--- src/rtl/alarm_light_ctrl.sv ---
// alarm_light_ctrl
//   Multi-channel alarm controller for the digital clock. Each channel arms on
//   the rising edge of its time-match compare, rings until it is stopped, snoozed
//   or times out, and re-rings when a snooze runs out. Time is counted in ticks
//   of the 1 Hz enable pulse.
//
//   Ports
//     clk, reset_n  : system clock, asynchronous active-low reset
//     tick          : 1-cycle enable pulse at 1 Hz
//     eq            : per-channel time-match compare (level)
//     alarm_en      : per-channel arm; 0 holds the channel idle
//     stop_alarm    : per-channel stop request (level)
//     snooze        : per-channel snooze request (level)
//     alarm_clear   : synchronous clear of all channels and timeout flags
//     alarm_light   : channel is ringing
//     snoozing      : channel is snoozing
//     timed_out     : sticky, channel auto-stopped after ringing too long
//     alarm_any     : OR of alarm_light
//     blink         : toggles on each tick while any channel rings, else 0
//
//   Interface semantics: there is no valid/ready handshake. All request inputs
//   are levels sampled on every rising clk edge; tick qualifies time-based
//   updates only. The per-channel state is directly visible on alarm_light
//   (RINGING) and snoozing (SNOOZE); both low means IDLE.
module alarm_light_ctrl #(
    parameter int N_ALARMS      = 4,
    parameter int TIMEOUT_TICKS = 60,
    parameter int SNOOZE_TICKS  = 300,
    parameter int MAX_SNOOZE    = 3
) (
    input  logic                clk,
    input  logic                reset_n,
    input  logic                tick,
    input  logic [N_ALARMS-1:0] eq,
    input  logic [N_ALARMS-1:0] alarm_en,
    input  logic [N_ALARMS-1:0] stop_alarm,
    input  logic [N_ALARMS-1:0] snooze,
    input  logic                alarm_clear,
    output logic [N_ALARMS-1:0] alarm_light,
    output logic [N_ALARMS-1:0] snoozing,
    output logic [N_ALARMS-1:0] timed_out,
    output logic                alarm_any,
    output logic                blink
);

    localparam int CNT_MAX = (TIMEOUT_TICKS > SNOOZE_TICKS) ? TIMEOUT_TICKS : SNOOZE_TICKS;
    localparam int CW      = $clog2(CNT_MAX + 1);
    // Keep the snooze counter at least one bit wide even when snoozing is disabled.
    localparam int SW      = (MAX_SNOOZE > 0) ? $clog2(MAX_SNOOZE + 1) : 1;

    localparam logic [CW-1:0] CNT_TIMEOUT_LAST = CW'(TIMEOUT_TICKS - 1);
    localparam logic [CW-1:0] CNT_SNOOZE_LOAD  = CW'(SNOOZE_TICKS);
    localparam logic [CW-1:0] CNT_ONE          = CW'(1);
    localparam logic [SW-1:0] SNZ_LIMIT        = SW'(MAX_SNOOZE);

    typedef enum logic [1:0] {
        ST_IDLE    = 2'd0,
        ST_RINGING = 2'd1,
        ST_SNOOZE  = 2'd2
    } state_t;

    state_t              state_q [N_ALARMS];
    state_t              state_d [N_ALARMS];
    logic [CW-1:0]       cnt_q   [N_ALARMS];
    logic [CW-1:0]       cnt_d   [N_ALARMS];
    logic [SW-1:0]       snz_q   [N_ALARMS];
    logic [SW-1:0]       snz_d   [N_ALARMS];
    logic [N_ALARMS-1:0] to_q;
    logic [N_ALARMS-1:0] to_d;
    logic [N_ALARMS-1:0] eq_d;
    logic [N_ALARMS-1:0] rise;
    logic                blink_q;

    // A held-high compare never retriggers: only a 0->1 change arms a channel.
    assign rise = eq & ~eq_d;

    // Next-state logic, one independent FSM per channel.
    always_comb begin
        for (int i = 0; i < N_ALARMS; i++) begin
            state_d[i] = state_q[i];
            cnt_d[i]   = cnt_q[i];
            snz_d[i]   = snz_q[i];
            to_d[i]    = to_q[i];

            if (alarm_clear || !alarm_en[i]) begin
                state_d[i] = ST_IDLE;
                if (alarm_clear) begin
                    to_d[i] = 1'b0;
                end
            end else if (stop_alarm[i]) begin
                state_d[i] = ST_IDLE;
                to_d[i]    = 1'b0;
            end else begin
                unique case (state_q[i])
                    ST_IDLE: begin
                        // The entering edge does not count a coincident tick.
                        if (rise[i]) begin
                            state_d[i] = ST_RINGING;
                            cnt_d[i]   = '0;
                            snz_d[i]   = '0;
                            to_d[i]    = 1'b0;
                        end
                    end
                    ST_RINGING: begin
                        if (snooze[i] && (snz_q[i] < SNZ_LIMIT)) begin
                            state_d[i] = ST_SNOOZE;
                            cnt_d[i]   = CNT_SNOOZE_LOAD;
                            snz_d[i]   = snz_q[i] + 1'b1;
                        end else if (tick) begin
                            if (cnt_q[i] == CNT_TIMEOUT_LAST) begin
                                state_d[i] = ST_IDLE;
                                to_d[i]    = 1'b1;
                            end else begin
                                cnt_d[i] = cnt_q[i] + 1'b1;
                            end
                        end
                    end
                    ST_SNOOZE: begin
                        if (tick) begin
                            if (cnt_q[i] == CNT_ONE) begin
                                state_d[i] = ST_RINGING;
                                cnt_d[i]   = '0;
                            end else begin
                                cnt_d[i] = cnt_q[i] - 1'b1;
                            end
                        end
                    end
                    default: begin
                        state_d[i] = ST_IDLE;
                    end
                endcase
            end
        end
    end

    always_ff @(posedge clk or negedge reset_n) begin
        if (!reset_n) begin
            for (int i = 0; i < N_ALARMS; i++) begin
                state_q[i] <= ST_IDLE;
                cnt_q[i]   <= '0;
                snz_q[i]   <= '0;
            end
            to_q    <= '0;
            eq_d    <= '0;
            blink_q <= 1'b0;
        end else begin
            for (int i = 0; i < N_ALARMS; i++) begin
                state_q[i] <= state_d[i];
                cnt_q[i]   <= cnt_d[i];
                snz_q[i]   <= snz_d[i];
            end
            to_q <= to_d;
            eq_d <= eq;
            if (!alarm_any) begin
                blink_q <= 1'b0;
            end else if (tick) begin
                blink_q <= ~blink_q;
            end
        end
    end

    // Outputs are pure decodes of the state register.
    always_comb begin
        for (int i = 0; i < N_ALARMS; i++) begin
            alarm_light[i] = (state_q[i] == ST_RINGING);
            snoozing[i]    = (state_q[i] == ST_SNOOZE);
        end
    end

    assign timed_out = to_q;
    assign alarm_any = |alarm_light;
    // Masking with alarm_any forces blink low in the very cycle ringing stops.
    assign blink     = blink_q & alarm_any;

endmodule

--- config.mk ---
export PLATFORM = sky130hd
export DESIGN_NAME = alarm_light_ctrl
export DESIGN_NICKNAME = d
export VERILOG_FILES = /design/src/rtl/alarm_light_ctrl.sv
export SDC_FILE = /design/constraint.sdc
export NUM_CORES = 1
export LEC_CHECK = 0
export ABC_CLOCK_PERIOD_IN_PS = 2400
export CAP_MARGIN = 20
export CELL_PAD_IN_SITES_DETAIL_PLACEMENT = 1
export CELL_PAD_IN_SITES_GLOBAL_PLACEMENT = 1
export CORE_UTILIZATION = 46
export DETAILED_ROUTE_END_ITERATION = 10
export PLACE_DENSITY_LB_ADDON = 0.3
export SYNTH_ARGS = -nofsm -noshare
export SYNTH_HDL_FRONTEND = slang
export SYNTH_SLANG_ARGS = --single-unit
--- constraint.sdc ---
create_clock -name clk -period 2.4 [get_ports clk]
set_input_delay 0.48 -clock clk [delete_from_list [all_inputs] [get_ports clk]]
set_output_delay 0.48 -clock clk [all_outputs]
set_load 0.005 [all_outputs]
==> metrics.txt, run 1 <==
# TYPE chip_impl_metric gauge
chip_impl_metric{name="slew_headroom",unit=""} 0.571
chip_impl_metric{name="worst_pin_slew",unit="ps"} 641
chip_impl_metric{name="final_nets",unit=""} 711
chip_impl_metric{name="r2r.worst_path.cells",unit=""} 6
chip_impl_metric{name="synthDominantCellAreaShare",unit=""} 0.307
chip_impl_metric{name="hpwl_dp",unit="um"} 11800
chip_impl_metric{name="syn_nets",unit=""} 647
chip_impl_metric{name="routed_vias_inst",unit=""} 6.35
chip_impl_metric{name="dpl_cell_area",unit="mm2"} 0.00567
chip_impl_metric{name="timing.final.setup_violations",unit=""} 0
chip_impl_metric{name="ant_nets",unit=""} 0
chip_impl_metric{name="netlist-cell-type-count",unit=""} 75
chip_impl_info{name="synth_top_area_cell",value="dfrtp_1"} 1
chip_impl_metric{name="filler_free_cell_count_of_the_finished_design",unit=""} 800
chip_impl_metric{name="asyncSetResetFlopFracSynth",unit=""} 1.00
chip_impl_metric{name="detail_route.wl_per_cell",unit="um"} 20.7
chip_impl_metric{name="ff2ff_setup_slack",unit="ps"} 160
chip_impl_metric{name="pin_count_of_the_biggest_net_entering_global_routing",unit=""} 26
chip_impl_metric{name="initialDrtViolationCount",unit=""} 270
chip_impl_info{name="cts-root-buf",value="clkbuf_8"} 1
chip_impl_info{name="worstSetupEndpointType",value="output port"} 1
chip_impl_metric{name="gp_congestion",unit=""} 0.901
chip_impl_metric{name="clk_latency",unit="ps"} 350
chip_impl_metric{name="grt_first_pass_wirelength",unit="um"} 27400
chip_impl_metric{name="placedCellCount",unit=""} 775
chip_impl_metric{name="postSynthAreaPerCell",unit="um2"} 8.35
chip_impl_metric{name="final.min_clock_period",unit="ps"} 2320
chip_impl_metric{name="dp_slack",unit="ps"} -160
chip_impl_metric{name="floorplan.die.height",unit="um"} 106
chip_impl_metric{name="synth-seq-cells",unit=""} 61
chip_impl_metric{name="vias_in_the_first_global_route",unit=""} 5407
chip_impl_metric{name="critical_path_required",unit="ps"} 1920
chip_impl_metric{name="htreeDepth",unit=""} 3
chip_impl_metric{name="fillCellCount",unit=""} 1286
chip_impl_metric{name="drive_gt1_frac",unit=""} 0.167
chip_impl_info{name="post_synth_main_area_contributors",value="dfrtp_1, ha_1, o21ai_0"} 1
chip_impl_metric{name="top_level_ports",unit=""} 34
chip_impl_metric{name="final-max-slew-violation-count",unit=""} 0
chip_impl_metric{name="maxCapViolCount",unit=""} 0
chip_impl_info{name="timing.rr.start",value="cnt_q[18]"} 1
chip_impl_metric{name="syn_inst",unit=""} 595
chip_impl_info{name="rsz0062_at_grt",value="false"} 1
chip_impl_info{name="worst_setup_path_start_kind",value="register"} 1
chip_impl_metric{name="synthToLayoutAreaGrowth",unit="%"} 20.8
chip_impl_metric{name="clkTransAtPathRegs",unit="ps"} 80
chip_impl_metric{name="route.final.wire_length",unit="um"} 16600
chip_impl_metric{name="stdcell_area",unit="mm2"} 0.00600
chip_impl_metric{name="die_area",unit="mm2"} 0.0112
chip_impl_metric{name="cts_hold_repair.buffers",unit=""} 0
chip_impl_metric{name="multi_input_combinational_cell_area",unit="mm2"} 0.00315
chip_impl_metric{name="power_density",unit="mW/mm2"} 465
chip_impl_metric{name="antennaDiodeCount",unit=""} 0
chip_impl_metric{name="cts-buffers-inserted",unit=""} 9
chip_impl_metric{name="ys_seq_area_frac",unit=""} 0.307
chip_impl_metric{name="grt_overflow_total",unit=""} 0
chip_impl_metric{name="timing.hold.ws",unit="ps"} 71.6
chip_impl_info{name="synth_ff_type",value="dfrtp_1"} 1
chip_impl_metric{name="detail_route.first_pass.iterations",unit=""} 4
chip_impl_metric{name="grt_antenna_before_repair",unit=""} 0
chip_impl_info{name="hold_path_class",value="in -> async"} 1
chip_impl_metric{name="fin_ws",unit="ps"} 80.7
chip_impl_metric{name="max-clock-path-buffers",unit=""} 2
chip_impl_metric{name="fp.dieW",unit="um"} 106
chip_impl_metric{name="initial_core_util",unit=""} 0.477
chip_impl_metric{name="placementRows",unit=""} 37
chip_impl_metric{name="via_count",unit=""} 5081
chip_impl_metric{name="fin_tns_setup",unit="ps"} 0
chip_impl_metric{name="fp.coreArea",unit="mm2"} 0.0104
chip_impl_metric{name="period_share",unit=""} 0.966
chip_impl_metric{name="synth-edff-count",unit=""} 0
chip_impl_info{name="status",value="finished, final reports clean"} 1
chip_impl_metric{name="power",unit="mW"} 2.79
chip_impl_metric{name="port-buffer-count",unit=""} 33
chip_impl_metric{name="netlist_area",unit="mm2"} 0.00497
chip_impl_info{name="r2r-end",value="state_q[4]"} 1
chip_impl_metric{name="worst_clock_skew",unit="ps"} 9.17
chip_impl_metric{name="ys.warnings.count",unit=""} 0
chip_impl_metric{name="final_core_area_utilization",unit=""} 0.576
chip_impl_metric{name="hold_violations",unit=""} 0
chip_impl_metric{name="cp_max_fo",unit=""} 5
chip_impl_metric{name="irDropWorstVdd",unit="uV"} 299
chip_impl_info{name="tritoncts_clock_tree",value="built"} 1
chip_impl_metric{name="p_leak",unit="nW"} 2.53
chip_impl_metric{name="maxClockFrequency",unit="MHz"} 431
chip_impl_metric{name="clkSinkCount",unit=""} 61
chip_impl_metric{name="cp.arrival",unit="ps"} 1840
chip_impl_info{name="path_class",value="reg -> out"} 1
chip_impl_metric{name="remaining_drc_errors",unit=""} 0
chip_impl_metric{name="ff_latch_area",unit="mm2"} 0.00153
chip_impl_metric{name="grt_use_total",unit=""} 0.309
[per-layer routing]
metal  global-route usage  part of all wire  routed length (um)
met3               0.0417             0.050                 826
met4                0.109             0.024                 392
met1                0.392              0.43                7190
met5                    0                 0                   0
met2                0.536              0.49                8180
[critical path: stages, from the launching register on]
cell             delay [ps]
dfrtp_1                 390
buf_4                   160
inv_1                    90
ha_2                    220
buf_4                   140
clkdlybuf4s50_1         490
[how the worst max path moves through the flow]
stage                           start          end  slack, ps
after detailed placement  alarm_clear    cnt_q[27]       -160
after global placement    alarm_clear    cnt_q[29]        -20
after global routing       state_q[4]  snoozing[1]          9
after floorplan             cnt_q[19]   state_q[5]        410
after CTS                  state_q[7]        blink          3
final                      state_q[4]  snoozing[1]         80
[cell usage in the layout (no fill, tap or decap), types with 9 or more instances in the layout]
cell / instances
clkbuf_8: 11
inv_1: 37
a22oi_1: 9
nand2_1: 40
ha_1: 25
a22o_1: 13
buf_4: 59
and3_1: 10
nand4_1: 11
o2bb2ai_1: 9
nand3_1: 25
nor2_1: 35
clkdlybuf4s50_1: 30
xnor2_1: 16
dfrtp_1: 61
nand2b_1: 10
nor3_1: 19
a31oi_1: 15
a21oi_1: 20
nor4_1: 11
o21ai_0: 39
[report_power, final]
| group | internal, mW | switching, mW |
|---|---|---|
| registers | 1.06 | 0.0658 |
| clock network | 0.644 | 0.456 |
| logic | 0.254 | 0.306 |
[state kept, by name, summed over array words and instances, names as in the netlist]
name / count
timed_out: 4
state_q: 8
blink_q: 1
snz_q: 8
cnt_q: 36
eq_d: 4
[Yosys cell counts, types with 3 or more instances]
cell type,count
and3_1,10
mux2_2,8
nor2b_1,8
clkbuf_1,25
dfrtp_1,61
or2_2,3
o22ai_1,8
nor3_1,19
nor4_1,12
a22o_1,13
a221oi_1,3
o31ai_1,6
nand2_1,40
a211o_1,3
a21oi_1,20
o21ai_0,39
a21o_1,3
nand3_1,25
inv_1,40
a22oi_1,9
and2_1,6
ha_1,32
nor3b_1,5
a311oi_1,3
nand4b_1,3
mux2i_1,4
a32oi_1,6
or3_1,6
a211oi_1,8
a31oi_1,15
xnor2_1,16
o2bb2ai_1,9
nand3b_1,4
o211ai_1,5
nand4_1,11
o21ai_1,8
nor2_1,35
buf_2,10
nand2b_1,10
[final cells by class]
class,instances,area share
clock inverters,5,0.0138
multi-input cells,455,0.524
clock buffers,11,0.0252
well taps,136,0.0284
flip-flops and latches,61,0.254
inverters,40,0.0250
repair buffers,92,0.129
[logic make-up after synthesis]
group                    after synthesis  synth area share
AO/OA/AOI/OAI                        177             0.248
XOR/XNOR                              18            0.0317
adder cells (fa/ha/maj)               32            0.0806
buffers and inverters                 79            0.0642
flip-flops                            61             0.307
multiplexers                          12            0.0262
AND/OR/NAND/NOR                      216             0.242
[what timing repair did]
item | in CTS | in global routing
setup buffers | 7 | 2
resized for setup | 3 | 10
endpoints found under the hold margin | 0 | 0
pin swaps | 1 | 1
setup endpoints to repair | 3 | 6
(Power assumes the default switching activity.)
==> run 2, diff against run 1 <==
--- a/config.mk
+++ b/config.mk
@@ -9,9 +9,11 @@
 export CAP_MARGIN = 20
 export CELL_PAD_IN_SITES_DETAIL_PLACEMENT = 1
 export CELL_PAD_IN_SITES_GLOBAL_PLACEMENT = 1
-export CORE_UTILIZATION = 46
+export CORE_UTILIZATION = 47
+export CTS_BUF_LIST = sky130_fd_sc_hd__clkbuf_8
 export DETAILED_ROUTE_END_ITERATION = 10
-export PLACE_DENSITY_LB_ADDON = 0.3
+export PLACE_DENSITY_LB_ADDON = 0.1
+export RECOVER_POWER = 50
 export SYNTH_ARGS = -nofsm -noshare
 export SYNTH_HDL_FRONTEND = slang
 export SYNTH_SLANG_ARGS = --single-unit
==> run 2 against run 1 <==
Compared with the run above: non-clock buffer count increased by 3; clock power fell by 13%; die area is 2.1% lower; sequential power is essentially flat; total power decreased by 6.0%; highest routed layer unchanged.
==> metrics.txt, run 2 (synthesis gave the netlist of run 1 again) <==
# TYPE chip_impl_metric gauge
chip_impl_info{name="status",value="finished, final reports clean"} 1
chip_impl_metric{name="vias_in_the_first_global_route",unit=""} 5118
chip_impl_metric{name="power.clock.fraction",unit=""} 0.366
chip_impl_metric{name="floorplan.die.height",unit="um"} 105
chip_impl_metric{name="placementRows",unit=""} 37
chip_impl_info{name="commonest_non_fill_non_tap_cells_in_the_layout",value="dfrtp_1, buf_4, inv_1, nand2_1, o21ai_0"} 1
chip_impl_metric{name="max-clock-path-buffers",unit=""} 2
chip_impl_metric{name="worst_clock_skew",unit="ps"} 15.8
chip_impl_metric{name="period_share",unit=""} 0.982
chip_impl_metric{name="power_switching_share",unit=""} 0.313
chip_impl_metric{name="clk_latency",unit="ps"} 350
chip_impl_metric{name="internal_power",unit="mW"} 1.80
chip_impl_metric{name="p_leak",unit="nW"} 2.53
chip_impl_metric{name="detail_route.first_pass.iterations",unit=""} 4
chip_impl_metric{name="clkTransAtPathRegs",unit="ps"} 80
chip_impl_info{name="layout_commonest_cell",value="dfrtp_1"} 1
chip_impl_metric{name="htreeDepth",unit=""} 3
chip_impl_metric{name="slew_headroom",unit=""} 0.190
chip_impl_metric{name="maxCapViolCount",unit=""} 0
chip_impl_metric{name="fillCellCount",unit=""} 1254
chip_impl_info{name="worst_setup_path_start_kind",value="register"} 1
chip_impl_info{name="path_class",value="reg -> out"} 1
chip_impl_metric{name="fin_tns_setup",unit="ps"} 0
chip_impl_metric{name="sequentialPowerShare",unit=""} 0.435
chip_impl_metric{name="pin_count_of_the_biggest_net_entering_global_routing",unit=""} 25
chip_impl_info{name="top_flop_regs",value="cnt_q (36), snz_q (8), state_q (8)"} 1
chip_impl_info{name="hold_path_class",value="in -> async"} 1
chip_impl_metric{name="antennaDiodeCount",unit=""} 0
chip_impl_metric{name="final.min_clock_period",unit="ps"} 2360
chip_impl_metric{name="gp_congestion",unit=""} 0.905
chip_impl_metric{name="placedCellCount",unit=""} 774
chip_impl_metric{name="ant_nets",unit=""} 0
chip_impl_metric{name="hold_violations",unit=""} 0
chip_impl_metric{name="detail_route.wl_per_cell",unit="um"} 20.0
chip_impl_info{name="worstSetupEndpointType",value="output port"} 1
chip_impl_metric{name="routed_vias_inst",unit=""} 6.26
chip_impl_metric{name="final-max-slew-violation-count",unit=""} 0
chip_impl_metric{name="dp_slack",unit="ps"} -131
chip_impl_metric{name="timing.final.setup_violations",unit=""} 0
chip_impl_metric{name="filler_free_cell_count_of_the_finished_design",unit=""} 803
chip_impl_metric{name="hpwl_dp",unit="um"} 11400
chip_impl_metric{name="irDropWorstVdd",unit="uV"} 226
chip_impl_metric{name="power_density",unit="mW/mm2"} 438
chip_impl_metric{name="grt_antenna_before_repair",unit=""} 0
chip_impl_metric{name="share_comb_of_total_power",unit=""} 0.199
chip_impl_metric{name="maxClockFrequency",unit="MHz"} 425
chip_impl_metric{name="initial_core_util",unit=""} 0.483
chip_impl_metric{name="route.final.wire_length",unit="um"} 16000
chip_impl_metric{name="ff2ff_setup_slack",unit="ps"} 180
chip_impl_metric{name="flip_flop_count_of_the_largest_register_after_layout",unit=""} 36
chip_impl_metric{name="via_count",unit=""} 5025
chip_impl_metric{name="critical_path_required",unit="ps"} 1920
chip_impl_info{name="tritoncts_clock_tree",value="built"} 1
chip_impl_metric{name="die_area",unit="mm2"} 0.0110
chip_impl_metric{name="top_level_ports",unit=""} 34
chip_impl_info{name="cts-root-buf",value="clkbuf_8"} 1
chip_impl_metric{name="cts-buffers-inserted",unit=""} 9
chip_impl_metric{name="initialDrtViolationCount",unit=""} 193
chip_impl_metric{name="cp.arrival",unit="ps"} 1880
chip_impl_metric{name="final_nets",unit=""} 714
chip_impl_metric{name="cp_max_fo",unit=""} 5
chip_impl_metric{name="synthToLayoutAreaGrowth",unit="%"} 20.6
chip_impl_metric{name="port-buffer-count",unit=""} 33
chip_impl_metric{name="remaining_drc_errors",unit=""} 0
chip_impl_metric{name="switching_power",unit="mW"} 0.820
chip_impl_metric{name="grt_overflow_total",unit=""} 0
chip_impl_metric{name="grt_first_pass_wirelength",unit="um"} 26200
chip_impl_metric{name="fp.dieW",unit="um"} 105
chip_impl_metric{name="fp.coreArea",unit="mm2"} 0.0103
chip_impl_metric{name="drive_gt1_frac",unit=""} 0.159
chip_impl_metric{name="grt_use_total",unit=""} 0.297
chip_impl_metric{name="clkSinkCount",unit=""} 61
chip_impl_info{name="registers.top_by_ff_count",value="cnt_q"} 1
chip_impl_metric{name="worst_pin_slew",unit="ps"} 1220
chip_impl_metric{name="fin_ws",unit="ps"} 44.4
==> run 2: cell types whose count changed in the layout (fill, tap and decap cells not counted), sizes merged <==
cell / before / now
clkdlybuf4s50: 30 / 24
dlygate4sd3: 0 / 6
clkbuf: 11 / 13
inv: 40 / 42
bufinv: 2 / 1
clkinv: 3 / 2
clkinvlp: 0 / 1
dlygate4sd2: 0 / 1
dlymetal6s2s: 2 / 1
==> run 2: metrics by stage <==
stage / hold WS (ps) / utilization / total power [mW] / instance area (um2)
2_1_floorplan: 184 / - / 1.46 / 4970
3_3_place_gp: 459 / 0.551 / 1.64 / 5660
3_5_place_dp: 471 / 0.551 / 1.66 / 5660
4_1_cts: 96.6 / 0.578 / 2.62 / 5940
5_1_grt: 439 / 0.583 / 2.73 / 5990
6_report: 358 / 0.583 / 2.62 / 5990
==> run 2: routing by layer <==
metal / track usage / vias up / routed length (um)
met5: 0 / - / 0
met4: 0.0926 / 0 / 259
met3: 0.0387 / 26 / 702
met2: 0.495 / 123 / 7870
met1: 0.400 / 2532 / 7200
li1: - / 2344 / -
==> run 2: critical path, stage by stage (launching register included) <==
cell and delay, ps:
dfrtp_1 430, buf_4 160, inv_1 90, ha_1 290, clkdlybuf4s50_1 550
==> run 2: path summary, 6_finish.rpt <==
kind	start	endpoint	cells after the start
max in group asynchronous	reset_n	eq_d[3]	2
worst max register to register	state_q[6]	cnt_q[29]	8
min in group clk	timed_out[2]	timed_out[2]	1
worst min register to register	timed_out[2]	timed_out[2]	1
worst min-delay path	reset_n	cnt_q[30]	1
worst max-delay path	state_q[6]	snoozing[0]	4
==> run 2: cell type report <==
cell class | count | area, um2 | area share
clock buffers | 10 | 138 | 0.0230
well taps | 136 | 170 | 0.0284
inverters | 40 | 150 | 0.0251
multi-input cells | 455 | 3170 | 0.529
clock inverters | 6 | 55.1 | 0.00919
repair buffers | 95 | 785 | 0.131
flip-flops and latches | 61 | 1530 | 0.255
==> run 2: what timing repair did <==
| action | CTS | global route |
|---|---|---|
| hold buffers | 0 | 0 |
| endpoints found under the setup margin | 2 | 1 |
| pin swaps | 1 | 1 |
| setup buffers | 10 | 3 |
| gates resized for setup | 4 | 8 |
==> run 2: power groups by stage <==
| stage | Clock [mW] | Sequential (mW) | Combinational, mW |
|---|---|---|---|
| floorplan | 0 | 1.11 | 0.355 |
| global placement | 0 | 1.15 | 0.484 |
| detailed placement | 0 | 1.16 | 0.504 |
| CTS | 0.964 | 1.14 | 0.519 |
| global route | 1.00 | 1.15 | 0.577 |
| finish | 0.959 | 1.14 | 0.523 |
==> run 3, diff against run 2 <==
--- a/config.mk
+++ b/config.mk
@@ -12,6 +12,7 @@
 export CORE_UTILIZATION = 47
 export CTS_BUF_LIST = sky130_fd_sc_hd__clkbuf_8
 export DETAILED_ROUTE_END_ITERATION = 10
+export GPL_TIMING_DRIVEN = 0
 export PLACE_DENSITY_LB_ADDON = 0.1
 export RECOVER_POWER = 50
 export SYNTH_ARGS = -nofsm -noshare
==> run 3 against run 2 <==
Compared with the run above: the flow now finishes with violations (capacitance limit, slew limit, setup timing); wire length decreased by 4.6%; final cell count decreased by 1.9%; clock skew decreased by 1.1 ps; critical path depth increased by 3; die area unchanged; sequential share of layout area increased by 0.64 points; worst hold slack improved by 130 ps.
==> metrics.txt, run 3 (synthesis gave the netlist of run 1 again) <==
# TYPE chip_impl_metric gauge
chip_impl_metric{name="htreeDepth",unit=""} 3
chip_impl_metric{name="p_leak",unit="nW"} 2.35
chip_impl_metric{name="pin_count_of_the_biggest_net_entering_global_routing",unit=""} 62
chip_impl_info{name="timing.critical_path.from",value="state_q[3]"} 1
chip_impl_metric{name="top_level_ports",unit=""} 34
chip_impl_info{name="registers.top_by_ff_count",value="cnt_q"} 1
chip_impl_metric{name="remaining_drc_errors",unit=""} 0
chip_impl_metric{name="placedCellCount",unit=""} 763
chip_impl_info{name="worst_setup_path_start_kind",value="register"} 1
chip_impl_metric{name="port-buffer-count",unit=""} 32
chip_impl_metric{name="detail_route.wl_per_cell",unit="um"} 19.4
chip_impl_metric{name="dpl_cell_area",unit="mm2"} 0.00546
chip_impl_metric{name="fin_tns_setup",unit="ps"} -36.7
chip_impl_info{name="rsz0062_at_grt",value="true"} 1
chip_impl_metric{name="hold_violations",unit=""} 0
chip_impl_metric{name="vias_in_the_first_global_route",unit=""} 5147
chip_impl_metric{name="initialDrtViolationCount",unit=""} 228
chip_impl_info{name="path_class",value="reg -> out"} 1
chip_impl_info{name="status",value="complete, but fails checks"} 1
chip_impl_metric{name="worst_clock_skew",unit="ps"} 14.7
chip_impl_metric{name="grt_antenna_before_repair",unit=""} 0
chip_impl_metric{name="synthToLayoutAreaGrowth",unit="%"} 17.8
chip_impl_metric{name="clkSinkCount",unit=""} 61
chip_impl_metric{name="hpwl_dp",unit="um"} 10600
chip_impl_metric{name="cts_hold_repair.buffers",unit=""} 0
chip_impl_metric{name="flip_flop_count_of_the_largest_register_after_layout",unit=""} 36
chip_impl_metric{name="timing.final.setup_violations",unit=""} 1
chip_impl_info{name="tritoncts_clock_tree",value="built"} 1
chip_impl_metric{name="critical_path_required",unit="ps"} 1920
chip_impl_metric{name="irDropWorstVdd",unit="uV"} 235
chip_impl_metric{name="detail_route.first_pass.iterations",unit=""} 5
chip_impl_metric{name="die_area",unit="mm2"} 0.0110
chip_impl_metric{name="route.final.wire_length",unit="um"} 15300
chip_impl_metric{name="fillCellCount",unit=""} 1231
chip_impl_metric{name="ff2ff_setup_slack",unit="ps"} 70
chip_impl_info{name="worstSetupEndpointType",value="output port"} 1
chip_impl_info{name="commonest_non_fill_non_tap_cells_in_the_layout",value="dfrtp_1, nand2_1, inv_1, o21ai_0, nor2_1"} 1
chip_impl_metric{name="placementRows",unit=""} 37
chip_impl_info{name="violations_in_the_final_reports",value="capacitance limit, slew limit, setup timing"} 1
chip_impl_metric{name="final-max-slew-violation-count",unit=""} 62
chip_impl_info{name="hold_start",value="tick"} 1
chip_impl_metric{name="slew_headroom",unit=""} -0.0716
chip_impl_info{name="cts-root-buf",value="clkbuf_8"} 1
chip_impl_metric{name="fin_ws",unit="ps"} -36.7
chip_impl_metric{name="cts-buffers-inserted",unit=""} 9
chip_impl_metric{name="grt_first_pass_wirelength",unit="um"} 25400
chip_impl_metric{name="floorplan.die.height",unit="um"} 105
chip_impl_metric{name="ant_nets",unit=""} 0
chip_impl_metric{name="via_count",unit=""} 4966
chip_impl_metric{name="clkTransAtPathRegs",unit="ps"} 80
chip_impl_info{name="layout_commonest_cell",value="dfrtp_1"} 1
chip_impl_metric{name="final.min_clock_period",unit="ps"} 2440
chip_impl_metric{name="cp_max_fo",unit=""} 10
chip_impl_metric{name="cp.arrival",unit="ps"} 1960
chip_impl_metric{name="antennaDiodeCount",unit=""} 0
chip_impl_metric{name="routed_vias_inst",unit=""} 6.30
chip_impl_metric{name="clk_latency",unit="ps"} 360
chip_impl_metric{name="final_nets",unit=""} 699
chip_impl_metric{name="gp_congestion",unit=""} 0.876
chip_impl_info{name="timing.rr.start",value="state_q[7]"} 1
chip_impl_info{name="top_flop_regs",value="cnt_q (36), snz_q (8), state_q (8)"} 1
chip_impl_metric{name="period_share",unit=""} 1.02
chip_impl_metric{name="initial_core_util",unit=""} 0.483
chip_impl_metric{name="drive_gt1_frac",unit=""} 0.126
chip_impl_metric{name="timing.hold.ws",unit="ps"} 486
chip_impl_metric{name="filler_free_cell_count_of_the_finished_design",unit=""} 788
chip_impl_metric{name="stdcell_area",unit="mm2"} 0.00585
chip_impl_metric{name="grt_overflow_total",unit=""} 0
chip_impl_info{name="hold_path_class",value="in -> reg"} 1
chip_impl_metric{name="maxCapViolCount",unit=""} 1
chip_impl_metric{name="fp.coreArea",unit="mm2"} 0.0103
chip_impl_metric{name="maxClockFrequency",unit="MHz"} 410
chip_impl_metric{name="fp.dieW",unit="um"} 105
chip_impl_metric{name="power_density",unit="mW/mm2"} 447
chip_impl_metric{name="max-clock-path-buffers",unit=""} 2
chip_impl_metric{name="worst_pin_slew",unit="ps"} 1610
chip_impl_metric{name="grt_use_total",unit=""} 0.287
[run 3: cell types whose count changed in the layout (fill, tap and decap cells not counted), sizes merged]
| cell | change |
|---|---|
| dlygate4sd3 | -2 |
| inv | -2 |
| clkbuf | +23 |
| buf | -38 |
| dlymetal6s2s | -1 |
| dlygate4sd2 | +2 |
| clkinvlp | +1 |
| clkinv | +2 |
[run 3: per-stage QoR]
step                      power, mW  worst slack [ps]   util
after global routing           2.73              -106  0.569
after floorplan                1.46               407      -
final                          2.62             -36.7  0.569
after detailed placement       1.63              -476  0.531
after global placement         1.61             -1320  0.531
after CTS                      2.62             -40.6  0.563
[run 3: power by group]
part           total [mW]  internal, mW  leakage, nW  switching (mW)
Clock               0.977         0.483       0.0954           0.494
Combinational       0.540         0.220         1.42           0.320
Sequential           1.10          1.06        0.833          0.0350
[run 3: critical path, cell delays in order (launching register included)]
cell,delay [ps]
dfrtp_1,400
inv_2,80
ha_4,190
buf_12,150
nor4_4,330
buf_4,170
nor2b_1,30
dlygate4sd2_1,260
[run 3: cell type report]
| class | instances | area [um2] | share of cell area |
|---|---|---|---|
| Multi-Input combinational cell | 455 | 3220 | 0.550 |
| Sequential cell | 61 | 1530 | 0.261 |
| Timing Repair Buffer | 41 | 379 | 0.0648 |
| Buffer | 39 | 205 | 0.0351 |
| Tap cell | 136 | 170 | 0.0291 |
| Inverter | 40 | 150 | 0.0257 |
| Clock buffer | 9 | 124 | 0.0212 |
| Clock inverter | 7 | 76.3 | 0.0130 |
[run 3: path summary, 6_finish.rpt]
| path | endpoint | depth (start not counted) |
|---|---|---|
| worst max-delay path | blink | 7 |
| worst min-delay path | blink_q | 3 |
| worst max register to register | cnt_q[27] | 9 |
| worst min register to register | timed_out[1] | 1 |
| max in group asynchronous | state_q[2] | 1 |
| min in group asynchronous | cnt_q[32] | 1 |
[run 3: metal layers]
metal,GRT usage,wire [um],vias to the layer above
li1,-,-,2309
met3,0.0312,510,15
met4,0.0875,175,0
met2,0.511,7790,112
met5,0,0,-
met1,0.364,6810,2530
[run 3: timing repair]
item / 4_1_cts / 5_1_grt
buffers inserted: 8 / 1
pin swaps: 2 / 1
endpoints found under the setup margin: 20 / 16
hold endpoints to repair: 0 / 0
resized for setup: 21 / 13
